--- config.mk ---
export PLATFORM = sky130hd
export DESIGN_NAME = expr_eval
export DESIGN_NICKNAME = d
export VERILOG_FILES = /design/src/rtl/expr_pkg.sv /design/src/rtl/expr_eval_char_class.sv /design/src/rtl/expr_eval.sv
export SDC_FILE = /design/constraint.sdc
export NUM_CORES = 1
export LEC_CHECK = 0
export BUFFER_PORTS_ARGS = -buffer_cell sky130_fd_sc_hd__buf_2
export CAP_MARGIN = 20
export CORE_ASPECT_RATIO = 0.7
export CORE_MARGIN = 2
export CORE_UTILIZATION = 28
export CTS_CLUSTER_SIZE = 20
export DETAILED_ROUTE_END_ITERATION = 7
export GPL_TIMING_DRIVEN = 1
export MAX_ROUTING_LAYER = met4
export PLACE_DENSITY = 0.4
export SLEW_MARGIN = 20
export SYNTH_ARGS = -nofsm -noshare
export SYNTH_HDL_FRONTEND = slang
export SYNTH_SLANG_ARGS = --single-unit
--- constraint.sdc ---
create_clock -name clk -period 4.59 [get_ports clk]
set_input_delay 0.459 -clock clk [delete_from_list [all_inputs] [get_ports clk]]
set_output_delay 0.459 -clock clk [all_outputs]
set_load 0.05 [all_outputs]
--- src/rtl/expr_pkg.sv ---
// Shared types and constants for the digit-expression evaluator.
// Latency: n/a (declarations only).
// Backpressure: n/a.
package expr_pkg;

  localparam int RES_W = 16;

  typedef logic [RES_W-1:0] word_t;

  localparam logic [7:0] CH_0   = 8'h30;
  localparam logic [7:0] CH_9   = 8'h39;
  localparam logic [7:0] CH_ADD = 8'h2B;
  localparam logic [7:0] CH_MUL = 8'h2A;
  localparam logic [7:0] CH_EQ  = 8'h3D;

  // Parser state: expecting a digit, just got a digit, or poisoned until '='.
  typedef enum logic [1:0] {
    EXP_D = 2'd0,
    GOT_D = 2'd1,
    ERR   = 2'd2
  } state_t;

  typedef enum logic [2:0] {
    CL_DIG   = 3'd0,
    CL_ADD   = 3'd1,
    CL_MUL   = 3'd2,
    CL_EQ    = 3'd3,
    CL_OTHER = 3'd4
  } cls_t;

endpackage

--- src/rtl/expr_eval_char_class.sv ---
// Decodes one ASCII character into a character class and its digit value.
// Latency: combinational.
// Backpressure: none.
// Ports: ch_i  - ASCII character
//        cls_o - class (digit, '+', '*', '=', other)
//        dig_o - numeric value for digits, 0 otherwise
module char_class
  import expr_pkg::*;
(
  input  logic [7:0] ch_i,
  output cls_t       cls_o,
  output logic [3:0] dig_o
);

  logic [7:0] ofs;
  assign ofs = ch_i - CH_0;

  always_comb begin
    cls_o = CL_OTHER;
    dig_o = 4'd0;
    if (ch_i >= CH_0 && ch_i <= CH_9) begin
      cls_o = CL_DIG;
      dig_o = ofs[3:0];
    end else if (ch_i == CH_ADD) begin
      cls_o = CL_ADD;
    end else if (ch_i == CH_MUL) begin
      cls_o = CL_MUL;
    end else if (ch_i == CH_EQ) begin
      cls_o = CL_EQ;
    end
  end

endmodule

--- src/rtl/expr_eval.sv ---
// Evaluates digit((+|*)digit)* expressions terminated by '=', with '*' binding tighter than '+'.
// Latency: result reported one cycle after the '=' is accepted; ok follows each character by one cycle.
// Backpressure: none; one character per clock whenever in_valid is high.
// Ports: clk, clr_n (async active-low) | in, in_valid - character stream
//        ok - well-formed so far | res_valid, res, err - one-cycle result report
module expr_eval
  import expr_pkg::*;
(
  input  logic             clk,
  input  logic             clr_n,
  input  logic [7:0]       in,
  input  logic             in_valid,
  output logic             ok,
  output logic             res_valid,
  output logic [RES_W-1:0] res,
  output logic             err
);

  cls_t       cls;
  logic [3:0] dig;

  char_class u_char_class (
    .ch_i  (in),
    .cls_o (cls),
    .dig_o (dig)
  );

  state_t st_q;
  word_t  sum_q;       // sum of completed additive terms
  word_t  term_q;      // running product of the current term
  logic   mul_pend_q;  // next digit multiplies into term_q instead of starting it
  logic   ok_q;
  logic   res_valid_q;
  word_t  res_q;
  logic   err_q;

  word_t dig_w;
  assign dig_w = word_t'(dig);

  always_ff @(posedge clk or negedge clr_n) begin
    if (!clr_n) begin
      st_q        <= EXP_D;
      sum_q       <= '0;
      term_q      <= '0;
      mul_pend_q  <= 1'b0;
      ok_q        <= 1'b0;
      res_valid_q <= 1'b0;
      res_q       <= '0;
      err_q       <= 1'b0;
    end else begin
      res_valid_q <= 1'b0;
      if (in_valid) begin
        if (cls == CL_EQ) begin
          // '=' always reports and restarts; only a digit-terminated stream is valid.
          res_valid_q <= 1'b1;
          if (st_q == GOT_D) begin
            res_q <= sum_q + term_q;
            err_q <= 1'b0;
          end else begin
            res_q <= '0;
            err_q <= 1'b1;
          end
          st_q       <= EXP_D;
          sum_q      <= '0;
          term_q     <= '0;
          mul_pend_q <= 1'b0;
          ok_q       <= 1'b0;
        end else begin
          case (st_q)
            EXP_D: begin
              if (cls == CL_DIG) begin
                term_q <= mul_pend_q ? term_q * dig_w : dig_w;
                st_q   <= GOT_D;
                ok_q   <= 1'b1;
              end else begin
                st_q <= ERR;
                ok_q <= 1'b0;
              end
            end
            GOT_D: begin
              ok_q <= 1'b0;
              if (cls == CL_ADD) begin
                sum_q      <= sum_q + term_q;
                mul_pend_q <= 1'b0;
                st_q       <= EXP_D;
              end else if (cls == CL_MUL) begin
                mul_pend_q <= 1'b1;
                st_q       <= EXP_D;
              end else begin
                st_q <= ERR;
              end
            end
            default: begin
              st_q <= ERR;
              ok_q <= 1'b0;
            end
          endcase
        end
      end
    end
  end

  assign ok        = ok_q;
  assign res_valid = res_valid_q;
  assign res       = res_q;
  assign err       = err_q;

endmodule

; Yosys cells after proc, flatten, opt, wreduce, memory -nomap -nowiden
; Cells that the tools add are included.
; Widths: inputs -> output; s select.
[op_classes]
n_addsub = 2
mul = 1
n_lt_le_gt_ge = 2
eq_ne = 7
n_mux = 28
reduce_logical = 12
[op_table]
columns = op, n
row1 = $mux 16, 8
row2 = $eq 8x6->1 const B, 3
row3 = $add 16x16->16, 1
row4 = $mul 16x4->16, 1
row5 = $mux 3, 4
row6 = $mux 1, 10
row7 = $reduce_and 3->1, 3
row8 = $ge 8x6->1 const B, 1
row9 = $le 8x6->1 const B, 1
row10 = $mux 2, 4
row11 = $reduce_bool 2->1, 4
row12 = $eq 3x2->1 const B, 2
row13 = $mux 4, 1
row14 = $pmux 2 s2, 1
row15 = $sub 4x1->4 const B, 1
row16 = $eq 3x1->1 const B, 1
row17 = $logic_not 3->1, 1
row18 = $reduce_bool 3->1, 1
row19 = $eq 2x1->1 const B, 1
row20 = $logic_not 2->1, 1
row21 = $reduce_and 2->1, 1
row22 = $logic_and 1x1->1, 1
[word_totals]
regBits = 54
in_bits = 11

; Longest topological paths before layout
; Gate-level depths: netlist of run 1.
[depth]
ltp_word = 10
depth_mapped = 17
mapped_depth_nobuf = 15

; Hierarchy
; From an unflattened synthesis of run 1, not the netlist that was laid out.
[hier_totals]
hier_cells = 504
area_unflattened_um2 = 4504.3
[by_module_without_submodules]
columns = module, n_inst, cells_each, area_per_inst_um2
row1 = expr_eval, 1, 483, 4355.4
row2 = char_class, 1, 21, 148.9

; Worst setup path after synthesis of run 1
; Ideal clock, no wire load.
[synth_path]
path_type = in2reg
startpoint = input in[7]
endpoint = register term_q[14]
setup_ps = 133
arrival_time_ps = 3990
slack_ps = 467
cell_stages = 16
path_buffers = 2
cell_sequence = and4bb_2 > and3_1 > clkbuf_1 > clkbuf_1 > nand2_1 > fa_1 > fa_1 > inv_1 > fa_1 > a21o_1 > a21o_1 > a21oi_1 > o221ai_1 > a21oi_1 > xor2_1 > o21ai_0
[synth_between]
elab_chain_len = 8
[synth_rtl]
columns = element, line_no
row1 = start: declaration, expr_eval.sv:11  ; input logic [7:0] in,
row2 = $ge 8x6->1 (tied with other cells), expr_eval_char_class.sv:21  ; if (ch_i >= CH_0 && ch_i <= CH_9) begin
row3 = $logic_and 1x1->1 or $mux 3 (tied branches), "expr_eval_char_class.sv:21, expr_eval_char_class.sv:28"
row4 = $mux 4 or $mux 3 (tied branches), "expr_eval_char_class.sv:21, expr_eval_char_class.sv:26"
row5 = $mul 16x4->16 or $mux 3 (tied branches), "expr_eval.sv:72, expr_eval_char_class.sv:24"
row6 = $mux 16 or $mux 3 (tied branches), "expr_eval.sv:72, expr_eval_char_class.sv:21"
row7 = $mux 16 (tied with other cells), expr_eval.sv:71  ; if (cls == CL_DIG) begin
row8 = $mux 16 or $reduce_bool 2->1 (tied branches), -
row9 = $mux 16 or $reduce_and 3->1 (tied branches), -
row10 = end signal: assignment, expr_eval.sv:72  ; term_q <= mul_pend_q ? term_q * dig_w : dig_w;
row11 = end: declaration, expr_eval.sv:30  ; word_t term_q;
; Parallel ways exist; a longest one is shown, timed or not. The select of a mux whose other input is x is not followed.
; A chain may end at the register's enable or synchronous reset.

; Final worst setup path of run 1
[layout_path]
startpoint = input in[7]
endpoint = register term_q[15]
; Same word-level chain as after synthesis.

==> run summary, run 1 <==
The root buffer cell chosen for the clock tree is sky130_fd_sc_hd__clkbuf_16. In this run the core area contains 38 standard-cell rows. The post-DP HPWL is 8200 microns. The basic-gate share of the synthesized area counting and, or, nand and nor cells came out at 0.166. The via count of the first global-routing pass is 3,526. The hold violation count in the final report came to 0. The number of buffer and inverter stages on the critical path came out at 4. The flow ran to the end, and the final reports show no timing, DRC or antenna violations. The residual antenna-violating net count after detailed routing came out at 0. The path type of the worst min-delay path is input pin to async pin. STA puts the critical path data required time at 4740 ps. The portion of synthesized cell area occupied by the leading cell type came out at 0.311.

The setup clock skew after layout is 9.69 ps. Setup repair after global routing left no endpoint under its margin. The length in cells of the worst reg-to-reg path came out at 13. The fraction of layout instances using a drive strength above 1 is 0.105. The post-CTS setup buffer count is 0. The number of vias per cell after detailed routing is 4.85. The die area came out at 16,500 sq um. The number of max-capacitance violations reported is 0. Clock latency on the worst-skew pair, taken at its later pin, is 300 ps. The width of the die is 153 microns. The power per cell area came out at 188 nW/um^2. Data arrives at the worst endpoint at 4210 ps. The detail-routed net length per standard cell came out at 15.3 microns. The net count of the finished layout is 565. The pin count of the biggest net entering global routing is 55.

The register bit count reported by yosys is 54. The repair_antennas step left the layout with diodes totalling 0. By area the synthesized netlist is led by sky130_fd_sc_hd__dfrtp_1, sky130_fd_sc_hd__fa_1, sky130_fd_sc_hd__ha_1. The share of flip-flops with an asynchronous set or reset came out at 1.00. The global-route wire length before repair came out at 18,300 microns. The adder and majority gate portion of the synthesized area is 0.209. The number of nets handed over by synthesis was 537. Clock-pin slew was measured on the worst setup and hold paths at 80 ps. The per-instance average area after synthesis came out at 9.27 sq um. The detailed-route via count is 3,382. After synthesis, the most frequently instantiated cells are sky130_fd_sc_hd__dfrtp_1, sky130_fd_sc_hd__inv_1, sky130_fd_sc_hd__nand2_1. The biggest area contributor in the post-synthesis netlist is sky130_fd_sc_hd__dfrtp_1. The synthesized cell area is 4350 sq um.

The number of clock buffers inserted by TritonCTS came out at 5. The measured slew at the worst slew-check pin came out at 950 ps. The number of fillers in the final layout came out at 1,634. The count of routing violations after the opening detailed-route iteration came out at 177. In this run the standard cell core region covers 15,400 sq um. Across every metal layer, demand over resource in global routing totals 0.141. The share of the synthesized area in compound gates (AO/OA/AOI/OAI) is 0.184. The number of buffers between clock root and the deepest sink came out at 2. In this run the static leakage power is 2.45 nW.

The most used flip-flop cell after synthesis is sky130_fd_sc_hd__dfrtp_1. The TritonCTS clock tree is built. Traced cell by cell, the critical path runs through buf_2, and4bb_2, and3_1, buf_4, and2_1, fa_1, inv_1, fa_1, inv_1, ha_1, o21a_1, o2111a_1, o21ai_0, a21oi_1, o41ai_1, xnor2_1, o21ai_0. The number of top-level pins is 30. The quantity of gates resized following cts is 0. The worst slack on hold paths came out at 314 ps. The portion of the post-synthesis area used by sequential elements is 0.311. The number of sinks handled by clock tree synthesis is 54. The total congestion overflow after global routing is 0. By area, the combinational part of the netlist is dominated by adder cells.

The congestion estimate from routability-driven global placement came to 0.827. The kind of critical path is input pin to register. The critical-path maximum fanout came out at 14.

The kind of end point of the critical path is a register. On the critical path, the stage with the largest delay is an instance of sky130_fd_sc_hd__fa_1. In the synthesized netlist, the number of instances is 469. After detailed routing, the number of remaining DRC violations is 0.

Yosys printed 0 warnings. The number of setup violations in the final report came out at 0. The family with the most delay on the worst path is adder cells. Of the total synthesized cell area, the portion taken by XOR and XNOR cells is 0.0585. Buffers placed on the I/O ports in this run total 29. The summed negative setup slack over all endpoints came out at 0 ps. The signed area change from the synthesized netlist to the final layout is 12.4%.

The number of cells on the critical path is 17. The number of search-and-repair iterations in the first detailed-routing pass is 4. The smallest clock period supported by the final layout is computed as 4060 ps. In this run the vertical extent of the chip is 108 microns. The worst setup path is launched from an input pin. Based on the critical path, the design can be clocked at up to 246 MHz. The final number of max-transition violations came out at 0. The initial antenna violation count was 0. VDD sags by at most 0.123 mV. The total wire length is 10,700 microns. For this configuration, the core starts out at a cell density of 0.283.

The worst slew margin relative to its limit is 0.364. The count of H-tree levels built during CTS is 2. The ratio of final minimum period to clock period is 0.884. The number of distinct library cells after synthesis came out at 49. The delay of the slowest cell on the worst path came out at 520 ps.

The post-synthesis mux area share is 0.0118. Counting flops with a built-in enable in the synthesized netlist gives 0. After clock tree synthesis, the flow added hold-fix buffers numbering 0. sky130_fd_sc_hd__dfrtp_1 is the most common cell in the netlist.
==> cell type report <==
class,count,area (sq um),share of cell area
Clock inverter,2,17.5,0.00359
Tap cell,200,250,0.0512
Timing Repair Buffer,38,213,0.0435
Sequential cell,54,1350,0.277
Inverter,52,195,0.0400
Multi-Input combinational cell,346,2730,0.559
Clock buffer,5,125,0.0256
==> logic make-up (layout without fill, tap and decap cells) <==
group	count (synthesis)	after routing
and+or+nand+nor	143	143
AOI/OAI and AO/OA	112	112
buffers and inverters	69	97
adders and majority gates	57	57
DFF	54	54
xor gates and xnor gates	29	29
muxes	5	5
==> path summary, 6_finish.rpt <==
path / slack, ps / end / from
setup / recovery: 530 / term_q[15] / in[7]
hold reg to reg: 470 / res[0] / res[0]
setup reg to reg: 930 / term_q[15] / term_q[4]
min in group clk: 460 / st_q[0] / in_valid
max in group asynchronous: 3780 / st_q[1] / clr_n
hold / removal: 310 / res[13] / clr_n
==> power by group <==
part	internal (mW)	switching, mW	leakage, nW	total (mW)
registers	0.478	0.00425	0.748	0.482
logic	0.00970	0.0245	1.63	0.0342
clock network	0.204	0.196	0.0707	0.400
total	0.692	0.224	2.45	0.916
==> layer usage <==
layer | global-route usage | wire (microns) | share of wire | vias up
met4 | 0.0212 | 93 | 0.0087 | 0
met5 | - | 0 | 0 | -
met3 | 0.0240 | 259 | 0.024 | 8
li1 | - | - | - | 1655
met2 | 0.219 | 4610 | 0.43 | 43
met1 | 0.197 | 5700 | 0.53 | 1676
==> flip-flops by register name, indices dropped and copies added (netlist names) <==
| signal | cells |
|---|---|
| ok | 1 |
| mul_pend_q | 1 |
| res_valid | 1 |
| res | 16 |
| term_q | 16 |
| st_q | 2 |
| sum_q | 16 |
| err | 1 |
==> placed cells by master (no fill, tap or decap), drive strengths merged, types with 5 or more instances in the layout <==
| master | instances |
|---|---|
| o31ai | 8 |
| xnor2 | 20 |
| nand3 | 9 |
| o21a | 5 |
| ha | 31 |
| nor2 | 21 |
| xor2 | 9 |
| and2 | 36 |
| dfrtp | 54 |
| a21oi | 18 |
| buf | 38 |
| nand2 | 52 |
| fa | 26 |
| clkbuf | 5 |
| a22o | 24 |
| a21o | 11 |
| nor3 | 5 |
| inv | 54 |
| o21ai | 22 |
==> per-stage QoR <==
stage | utilization | setup WS (ps) | instance area, sq um | power (mW) | cells
6_report | 0.318 | 533 | 4880 | 0.916 | 697
5_1_grt | 0.318 | 325 | 4880 | 0.961 | 697
4_1_cts | 0.318 | 557 | 4880 | 0.937 | 697
3_5_place_dp | 0.309 | 226 | 4740 | 0.527 | 690
3_3_place_gp | 0.309 | 312 | 4740 | 0.526 | 690
2_1_floorplan | - | 467 | 4350 | 0.504 | 469
Power figures use the tool's default switching activity.
==> inputs of run 2 (changes only) <==
- CTS_BUF_LIST: unset -> sky130_fd_sc_hd__clkbuf_2
- SYNTH_HIERARCHICAL: unset -> 1
- clock period: 4.59 -> 4.1 ns (I/O delays scaled with it)
==> run 2 against run 1 <==
Against the previous run:
- combinational power up 22%
- design area grew 8.8%
- die area grew 3.5%
- clock power fell by 19%
- sequential power rose by 11%
- first-iteration DRC count up 4.0%
- final cell count increased by 11%
- register-to-register slack worse by 520 ps
- setup slack got worse by 170 ps
- core utilization grew 2.3 points
==> run summary, run 2 <==
The run finished with clean final reports. The global routing usage summed across all routing layers was 0.163 (+0.0220). The worst hold path depth came out at 3.

The die area came out at 17,100 sq um (+3.5%). The width of the die is 156 microns (+1.8%). The critical-path maximum fanout came out at 7 (-7). The endpoint identified for the worst register-to-register timing path is term_q[14]. The floorplan die height came out at 110 microns (+1.7%). The wire length on met2 came to 5040 microns (+9.4%). The endpoint required time on the critical path was 4590 ps (-150 ps).

On the critical path, the stage with the largest delay is an instance of sky130_fd_sc_hd__fa_1. The cell count after synthesis came out at 504 (+7.5%). For this run, the top clock speed supported by timing is 268 MHz.

The portion of the post-synthesis area used by sequential elements came to 0.300 (-0.0110). The top cell types in the final layout, fill and taps aside, are sky130_fd_sc_hd__nand2_1, sky130_fd_sc_hd__inv_1, sky130_fd_sc_hd__dfrtp_1. The number of vias per cell after detailed routing came out at 4.88 (+0.49%).

Setup repair after global routing left no endpoint under its margin. The maximum vdd ir drop came out at 0.106 mV (-13%). The number of setup violations in the final report is 0 (unchanged). The worst setup slack after placement came to -245 ps (-471 ps). The final worst slack came out at 367 ps (-166 ps). The final number of max-transition violations came out at 0 (unchanged).

The number of search-and-repair iterations in the first detailed-routing pass is 4 (unchanged). The core outline area is 15,600 sq um (+1.5%). The number of top-level pins is 30 (unchanged). The pin count of the biggest net entering global routing is 36 (-35%). The number of distinct library cells after synthesis is 53 (+8.2%). The remaining design rule violation count came out at 0 (unchanged).

The xor/xnor share of the synthesized area came out at 0.0486 (-0.00984). The power per cell area is 169 nW/um^2 (-9.7%). The root buffer cell chosen for the clock tree is sky130_fd_sc_hd__clkbuf_2.

The fraction of layout instances using a drive strength above 1 was 0.163 (+0.0589). The quantity of I/O buffers inserted on ports came out at 29 (unchanged). After synthesis, the largest family of logic cells by area is adder cells. The startpoint identified for the worst register-to-register timing path is term_q[3]. The clock network latency to the later pin of the worst-skew pair is 540 ps (+240 ps). The commonest cells after synthesis are sky130_fd_sc_hd__nand2_1, sky130_fd_sc_hd__dfrtp_1, sky130_fd_sc_hd__inv_1.

The most instantiated library cell after synthesis is sky130_fd_sc_hd__nand2_1. The row count is 38 (unchanged). The final standard cell area without fillers is 5310 sq um (+8.8%). The register bit count reported by yosys was 54 (unchanged). The worst slack on hold paths is 406 ps (+92.3 ps). The delay of the slowest cell on the worst path is 570 ps (+50 ps).

The number of clock buffers inserted by TritonCTS is 5 (unchanged). The initial antenna violation count is 0 (unchanged). The worst setup path is captured at a register. The final critical-path required period came out at 3730 ps. The clock transition at the register clock pins on the worst setup and hold paths after CTS is 340 ps (+260 ps). The signal on the critical path passes through buf_2, nor3b_4, nand2_2, nor4b_4, buf_4, nand2_1, fa_1, fa_1, inv_1, ha_1, a21o_1, a21oi_2, o211ai_1, buf_4, a41oi_1, o21ai_1, xnor2_1, o21ai_1.

TritonCTS built the clock tree. Signal routing reaches up to met4. The count of routing violations after the opening detailed-route iteration is 184 (+4.0%). The slack of the worst reg-to-reg path is 410 ps (-520 ps). The measured slew at the worst slew-check pin came out at 953 ps (+2.84 ps). STA classifies the critical path startpoint as an input pin. The residual antenna-violating net count after detailed routing is 0 (unchanged). The count of inserted antenna diode cells was 0 (unchanged). The placed cell area is 5220 sq um (+10%). The number of buffers between clock root and the deepest sink came out at 2 (unchanged).

The kind of critical path is input pin to register. The detailed-route via count is 3,779 (+12%). The static leakage came to 2.64 nW (+7.9%). The post-DP HPWL is 9810 microns (+20%). The synthesized cell area came out at 4500 sq um (+3.7%). The share of flip-flops with an asynchronous set or reset came to 1.00 (unchanged).

The hold violation count in the final report was 0 (unchanged). The via count of the first global-routing pass is 3,877 (+10%). The placer's final routability congestion estimate came to 0.830 (+0.37%).

The setup clock skew after layout is 46.4 ps (+36.7 ps). The cell accounting for the most synthesized area is sky130_fd_sc_hd__dfrtp_1. The total length of routed met3 wires came to 398 microns (+54%). The utilization after layout was 0.341 (+0.0226). The global-route wire length before repair came to 20,900 microns (+14%). The worst hold path belongs to the class input pin to register. The share of the synthesized area in compound gates (AO/OA/AOI/OAI) was 0.198 (+0.0135). The worst slew margin relative to its limit came to 0.363 (-0.00190). The worst path arrival time came out at 4230 ps (+20 ps). The net count after synthesis was 572 (+6.5%). The number of max-capacitance violations reported is 0 (unchanged). The number of fillers in the final layout is 1,643 (+0.55%). The start point of the critical path is in[7].

The total design power is 0.900 mW (-1.8%). After synthesis, the cell types taking the most area are sky130_fd_sc_hd__dfrtp_1, sky130_fd_sc_hd__fa_1, sky130_fd_sc_hd__ha_1. The portion of synthesized cell area occupied by the leading cell type came out at 0.300 (-0.0110). The number of warnings printed during yosys synthesis is 6 (+6). The total congestion overflow after global routing is 0 (unchanged). The total placed cells including tap cells is 765 (+11%). The leading cell type in the layout, fill and taps excluded is sky130_fd_sc_hd__nand2_1.

The ratio of final minimum period to clock period came out at 0.910. The summed negative setup slack over all endpoints came to 0 ps (unchanged). The quantity of gates resized following cts was 0 (unchanged). The most common flop cell mapped by yosys is sky130_fd_sc_hd__dfrtp_1. The number of enable flip-flop cells after synthesis is 0 (unchanged). The signed area change from the synthesized netlist to the final layout is 17.9%. The detail-routed net length per standard cell is 16.0 microns (+4.5%). The effective utilization at floorplan is 0.289 (+0.00588). The net count of the finished layout is 642 (+14%).

The adder and majority gate portion of the synthesized area is 0.202 (-0.00737). Following the worst setup path forward leads to its endpoint at term_q[13]. The length in cells of the worst reg-to-reg path came to 13 (unchanged). The number of standard cells in the final layout excluding fillers is 775 (+11%). The total wire length is 12,400 microns (+16%). The count of H-tree levels built during CTS is 2 (unchanged). The per-instance average area after synthesis came out at 8.94 sq um (-3.5%). The total routed wire length on the met1 layer was 6860 microns (+20%). The number of sinks handled by clock tree synthesis came out at 54 (unchanged).

The basic-gate share of the synthesized area counting and, or, nand and nor cells was 0.193 (+0.0272). The post-synthesis mux area share was 0.00444 (-0.00736).
[run 2: cell count changes in the layout (fill, tap and decap cells not counted), sizes merged, moves of 5 or more]
| cell | before | now |
|---|---|---|
| nand2 | 52 | 63 |
| nor2b | 2 | 8 |
| o21ai | 22 | 44 |
| a22o | 24 | 16 |
| buf | 38 | 73 |
| a32o | 0 | 5 |
[run 2: critical path: cells and delay by family]
kind | cells | cell delay [ps]
buf+inv | 4 | 520
fa+ha+maj | 3 | 1380
xor+xnor | 1 | 140
simple gates | 4 | 670
compound gates | 6 | 1090
[run 2: routing by layer]
| metal | vias to the layer above | global-route usage |
|---|---|---|
| met2 | 68 | 0.238 |
| met5 | - | - |
| met1 | 1832 | 0.239 |
| li1 | 1869 | - |
| met3 | 10 | 0.0254 |
| met4 | 0 | 0.0301 |
[run 2: final cells by class]
class | count | area (sq um) | area share
well taps | 200 | 250 | 0.0471
multi-input cells | 384 | 2930 | 0.551
repair buffers | 75 | 508 | 0.0956
clock buffers | 5 | 25.0 | 0.00471
flip-flops and latches | 54 | 1350 | 0.254
clock inverters | 3 | 47.5 | 0.00895
inverters | 54 | 203 | 0.0382
[run 2: how the worst min path moves through the flow]
stage / from / endpoint / slack (ps)
floorplan: clr_n / err / 110
global placement: res[1] / res[1] / 450
detailed placement: res[0] / res[0] / 450
CTS: in_valid / ok / 4
global route: in[0] / mul_pend_q / 360
finish: in[0] / mul_pend_q / 410
[run 2: cells by family (layout without fill, tap and decap cells)]
logic type      Yosys count  in the layout
xor+xnor                 25             25
flops                    54             54
simple gates            168            168
buf+inv                  66            137
fa+ha+maj                57             57
mux                       2              2
compound gates          132            132
[run 2: timing repair]
item,in CTS,in global routing
endpoints found under the hold margin,34,1
hold buffers,1,1
endpoints found under the setup margin,0,0
buffers inserted,0,0
[run 2: where the power goes]
part           internal [mW]  switching [mW]
Combinational         0.0153          0.0263
Sequential             0.535        0.000689
Clock                  0.107           0.215
Total                  0.658           0.242
==> inputs of run 3 (changes only) <==
--- a/config.mk
+++ b/config.mk
@@ -7,2 +7,3 @@
 export LEC_CHECK = 0
+export ABC_AREA = 1
 export BUFFER_PORTS_ARGS = -buffer_cell sky130_fd_sc_hd__buf_2
@@ -11,3 +12,3 @@
 export CORE_MARGIN = 2
-export CORE_UTILIZATION = 28
+export CORE_UTILIZATION = 41
 export CTS_BUF_LIST = sky130_fd_sc_hd__clkbuf_2
@@ -17,3 +18,3 @@
 export MAX_ROUTING_LAYER = met4
-export PLACE_DENSITY = 0.4
+export PLACE_DENSITY = 0.55
 export SLEW_MARGIN = 20
--- a/constraint.sdc
+++ b/constraint.sdc
@@ -3,2 +3,2 @@
 set_output_delay 0.41 -clock clk [all_outputs]
-set_load 0.05 [all_outputs]
+set_load 0.005 [all_outputs]
==> run 3 against run 2 <==
Against the previous run:
- clock power decreased by 23%
- die area decreased by 24%
- sequential share of layout area decreased by 0.072 points
- first-iteration DRC count increased by 35%
- sequential cell count unchanged
- largest cell class unchanged
- critical path type unchanged
==> run summary, run 3 <==
The static leakage came to 3.22 nW (+22%). The number of distinct library cells after synthesis came to 32 (-40%). The clock transition at the register clock pins on the worst setup and hold paths after CTS was 330 ps (about the same). The measured slew at the worst slew-check pin came out at 738 ps (-215 ps). The highest attainable clock frequency is 295 MHz (+10%). The post-CTS setup buffer count is 0 (unchanged). The utilization after layout came out at 0.454 (+0.114). The run finished with clean final reports. The count of hold buffers inserted by post-cts repair was 0 (-1).

The number of warnings printed during yosys synthesis came out at 6 (unchanged). The cell count after synthesis is 726 (+44%). By startpoint and endpoint, the worst setup path is classified as input pin to register. The pin count of the biggest net entering global routing is 55 (+53%). The worst register-to-register path ends at term_q[15]. The portion of synthesized cell area occupied by the leading cell type is 0.273 (-0.0265). The quantity of gates resized following cts came to 0 (unchanged).

The most common flop cell mapped by yosys is sky130_fd_sc_hd__dfrtp_1. The initial antenna violation count was 0 (unchanged). In this run the worst hold path is classified as input pin to register.

The number of buffer and inverter stages on the critical path is 4 (unchanged). The portion of the post-synthesis area used by sequential elements was 0.273 (-0.0265). The number of max-capacitance violations reported came out at 0 (unchanged). The power per cell area came out at 154 nW/um^2 (-8.8%).

The critical-path maximum fanout came out at 15 (+8). The fraction of layout instances using a drive strength above 1 came out at 0.0896 (-0.0739). The per-instance average area after synthesis came out at 6.81 sq um (-24%). The detailed-route via count came out at 4,459 (+18%). The net switching power came out at 0.231 mW (-4.5%). The post-DP HPWL came to 9290 microns (-5.3%). For this design, the slowest cell found on the critical path is sky130_fd_sc_hd__fa_1. The clock network latency to the later pin of the worst-skew pair is 470 ps (-70 ps).

The net count after synthesis is 794 (+39%). The row count came to 33 (-13%). The core outline area came out at 11,700 sq um (-25%). The signal on the critical path passes through buf_2, inv_1, nand2_1, nor2_1, nand2_1, nand2_2, nand2_2, nor2_1, buf_4, nand2_1, fa_1, fa_1, fa_1, inv_1, nand3_1, nand2_1, nand2_1, nand2_1, nand3_1, nand2_1, nand2_1, nand3_1, nand2_1. The wire length on met2 came to 5110 microns (+1.4%). The worst slack on hold paths was 184 ps (-222 ps). Among all cell types in the netlist, the one instantiated most often is sky130_fd_sc_hd__nand2_1. The count of routing violations after the opening detailed-route iteration is 248 (+35%). The library cells used most frequently in the layout, excluding fill and tap cells, are sky130_fd_sc_hd__nand2_1, sky130_fd_sc_hd__inv_1, sky130_fd_sc_hd__dfrtp_1. The global routing usage summed across all routing layers came out at 0.207 (+0.0446).

The via count of the first global-routing pass came to 4,401 (+14%). The worst slew margin relative to its limit came out at 0.508 (+0.146). The kind of end point of the critical path is a register. Setup repair after global routing left no endpoint under its margin. The endpoint required time on the critical path came out at 4510 ps (-80 ps). The summed negative setup slack over all endpoints is 0 ps (unchanged). The worst hold path begins at in_valid. The die area is 13,000 sq um (-24%). The share of flip-flops with an asynchronous set or reset came to 1.00 (unchanged). The synthesized cell area is 4940 sq um (+9.7%).

The count of H-tree levels built during CTS is 2 (unchanged). The residual antenna-violating net count after detailed routing is 0 (unchanged). The number of vias per cell after detailed routing came out at 4.87 (-0.17%). The width of the die is 135 microns (-13%).

The count of inserted antenna diode cells came out at 0 (unchanged). The number of sinks handled by clock tree synthesis came to 54 (unchanged). Broken down by cell family, the worst path's largest delay share belongs to adder cells. The ratio of final minimum period to clock period came out at 0.826 (-0.0847). The delay of the slowest cell on the worst path came out at 540 ps (-30 ps). The worst setup path is launched from an input pin. The number of top-level pins came out at 30 (unchanged). The hold violation count in the final report came to 0 (unchanged).

The remaining design rule violation count came to 0 (unchanged). The number of setup violations in the final report was 0 (unchanged). The number of clock buffers inserted by TritonCTS is 5 (unchanged). The register bit count reported by yosys came to 54 (unchanged). The setup clock skew after layout is 14.3 ps (-32.0 ps). The worst path arrival time is 3800 ps (-430 ps). The quantity of I/O buffers inserted on ports is 29 (unchanged). By area the synthesized netlist is led by sky130_fd_sc_hd__dfrtp_1, sky130_fd_sc_hd__nand2_1, sky130_fd_sc_hd__inv_1.

Leaving out fill and tap cells, the most frequent cell in the layout is sky130_fd_sc_hd__nand2_1. The maximum vdd ir drop is 0.101 mV (-4.5%). The biggest area contributor in the post-synthesis netlist is sky130_fd_sc_hd__dfrtp_1. The number of enable flip-flop cells after synthesis came out at 0 (unchanged). The start of the worst register-to-register path is term_q[1]. The net switching fraction of the power came out at 0.281 (+0.0119). The number of buffers between clock root and the deepest sink came out at 2 (unchanged). The root buffer cell is sky130_fd_sc_hd__clkbuf_2. In this run the top signal layer used is met4. The slack of the worst reg-to-reg path came out at 840 ps (+430 ps). The part of the power in the clock network came to 0.301 (-0.057). The fraction of power consumed by sequential logic is 0.650 (+0.054). The power share of the combinational group came out at 0.049 (+0.003). The global-route wire length before repair came out at 20,900 microns (-0.13%). The worst hold path depth was 2 (-1).

The final number of max-transition violations came out at 0 (unchanged). The signed area change from the synthesized netlist to the final layout is 7.82%. The total wire length was 11,800 microns (-5.0%). The effective utilization at floorplan is 0.421 (+0.133). The path with the worst hold slack has its endpoint at st_q[0].

The total internal power came out at 0.592 mW (-10%). TritonCTS built the clock tree. The placer's final routability congestion estimate came out at 0.892 (+7.4%). The total congestion overflow after global routing was 0 (unchanged). The floorplan die height is 95.8 microns (-13%). The number of search-and-repair iterations in the first detailed-routing pass came out at 5 (+1). The total routed wire length on the met1 layer came out at 6220 microns (-9.3%). The net count of the finished layout came out at 826 (+29%). The detail-routed net length per standard cell came out at 12.9 microns (-20%). Counting stages on the worst path, the most repeated cell is sky130_fd_sc_hd__nand2_1. The total length of routed met3 wires is 377 microns (-5.3%). By count the netlist is led by sky130_fd_sc_hd__nand2_1, sky130_fd_sc_hd__inv_1, sky130_fd_sc_hd__dfrtp_1. The final critical-path required period is 3390 ps (-347 ps). The length in cells of the worst reg-to-reg path is 17 (+4).
## run 3: cells by family after synthesis
kind of cell             count (synthesis)  share of synthesized area
XOR/XNOR                                 8                     0.0142
adder cells (fa/ha/maj)                 57                      0.184
AND/OR/NAND/NOR                        375                      0.322
multiplexers                             2                    0.00405
AO/OA/AOI/OAI                           71                     0.0785
buffers and inverters                  159                      0.124
flip-flops                              54                      0.273
## run 3: worst register-to-register path, delay by kind of cell, from the launching register on
| family | cells | cell delay [ps] |
|---|---|---|
| adders and majority gates | 3 | 1420 |
| and+or+nand+nor | 11 | 1070 |
| DFF | 1 | 560 |
| buffers and inverters | 3 | 160 |
## run 3: per-stage QoR
step | std cells | cell area (sq um) | worst slack, ps | power, mW
3_5_place_dp | 907 | 5270 | 202 | 0.583
6_report | 916 | 5330 | 714 | 0.823
2_1_floorplan | 726 | 4940 | 412 | 0.560
4_1_cts | 915 | 5320 | 769 | 0.836
3_3_place_gp | 907 | 5270 | 201 | 0.582
5_1_grt | 916 | 5330 | 436 | 0.866
## run 3: worst max-delay path by stage
stage / startpoint / end / depth (start not counted)
global placement: in[5] / term_q[15] / 23
detailed placement: in[5] / term_q[15] / 23
finish: in[2] / term_q[12] / 23
CTS: in[5] / term_q[15] / 23
floorplan: in[2] / term_q[12] / 23
global route: in[1] / term_q[9] / 23
## run 3: cell type report
cell class / count / area (sq um)
Clock inverter: 3 / 25.0
Multi-Input combinational cell: 513 / 2980
Sequential cell: 54 / 1350
Fill cell: 1245 / 6400
Timing Repair Buffer: 35 / 193
Inverter: 149 / 561
Clock buffer: 5 / 25.0
Tap cell: 157 / 196
## run 3: power by group through the flow
| stage | registers (mW) | logic [mW] | clock network (mW) |
|---|---|---|---|
| after floorplan | 0.543 | 0.0164 | 0 |
| after global placement | 0.543 | 0.0393 | 0 |
| after detailed placement | 0.543 | 0.0405 | 0 |
| after CTS | 0.535 | 0.0407 | 0.260 |
| after global routing | 0.536 | 0.0470 | 0.284 |
| final | 0.535 | 0.0404 | 0.248 |
## run 3: metal layers
| layer | up-vias | track usage |
|---|---|---|
| li1 | 2280 | - |
| met1 | 2100 | 0.293 |
| met2 | 73 | 0.329 |
| met3 | 6 | 0.0274 |
| met4 | 0 | 0.0278 |
| met5 | - | - |
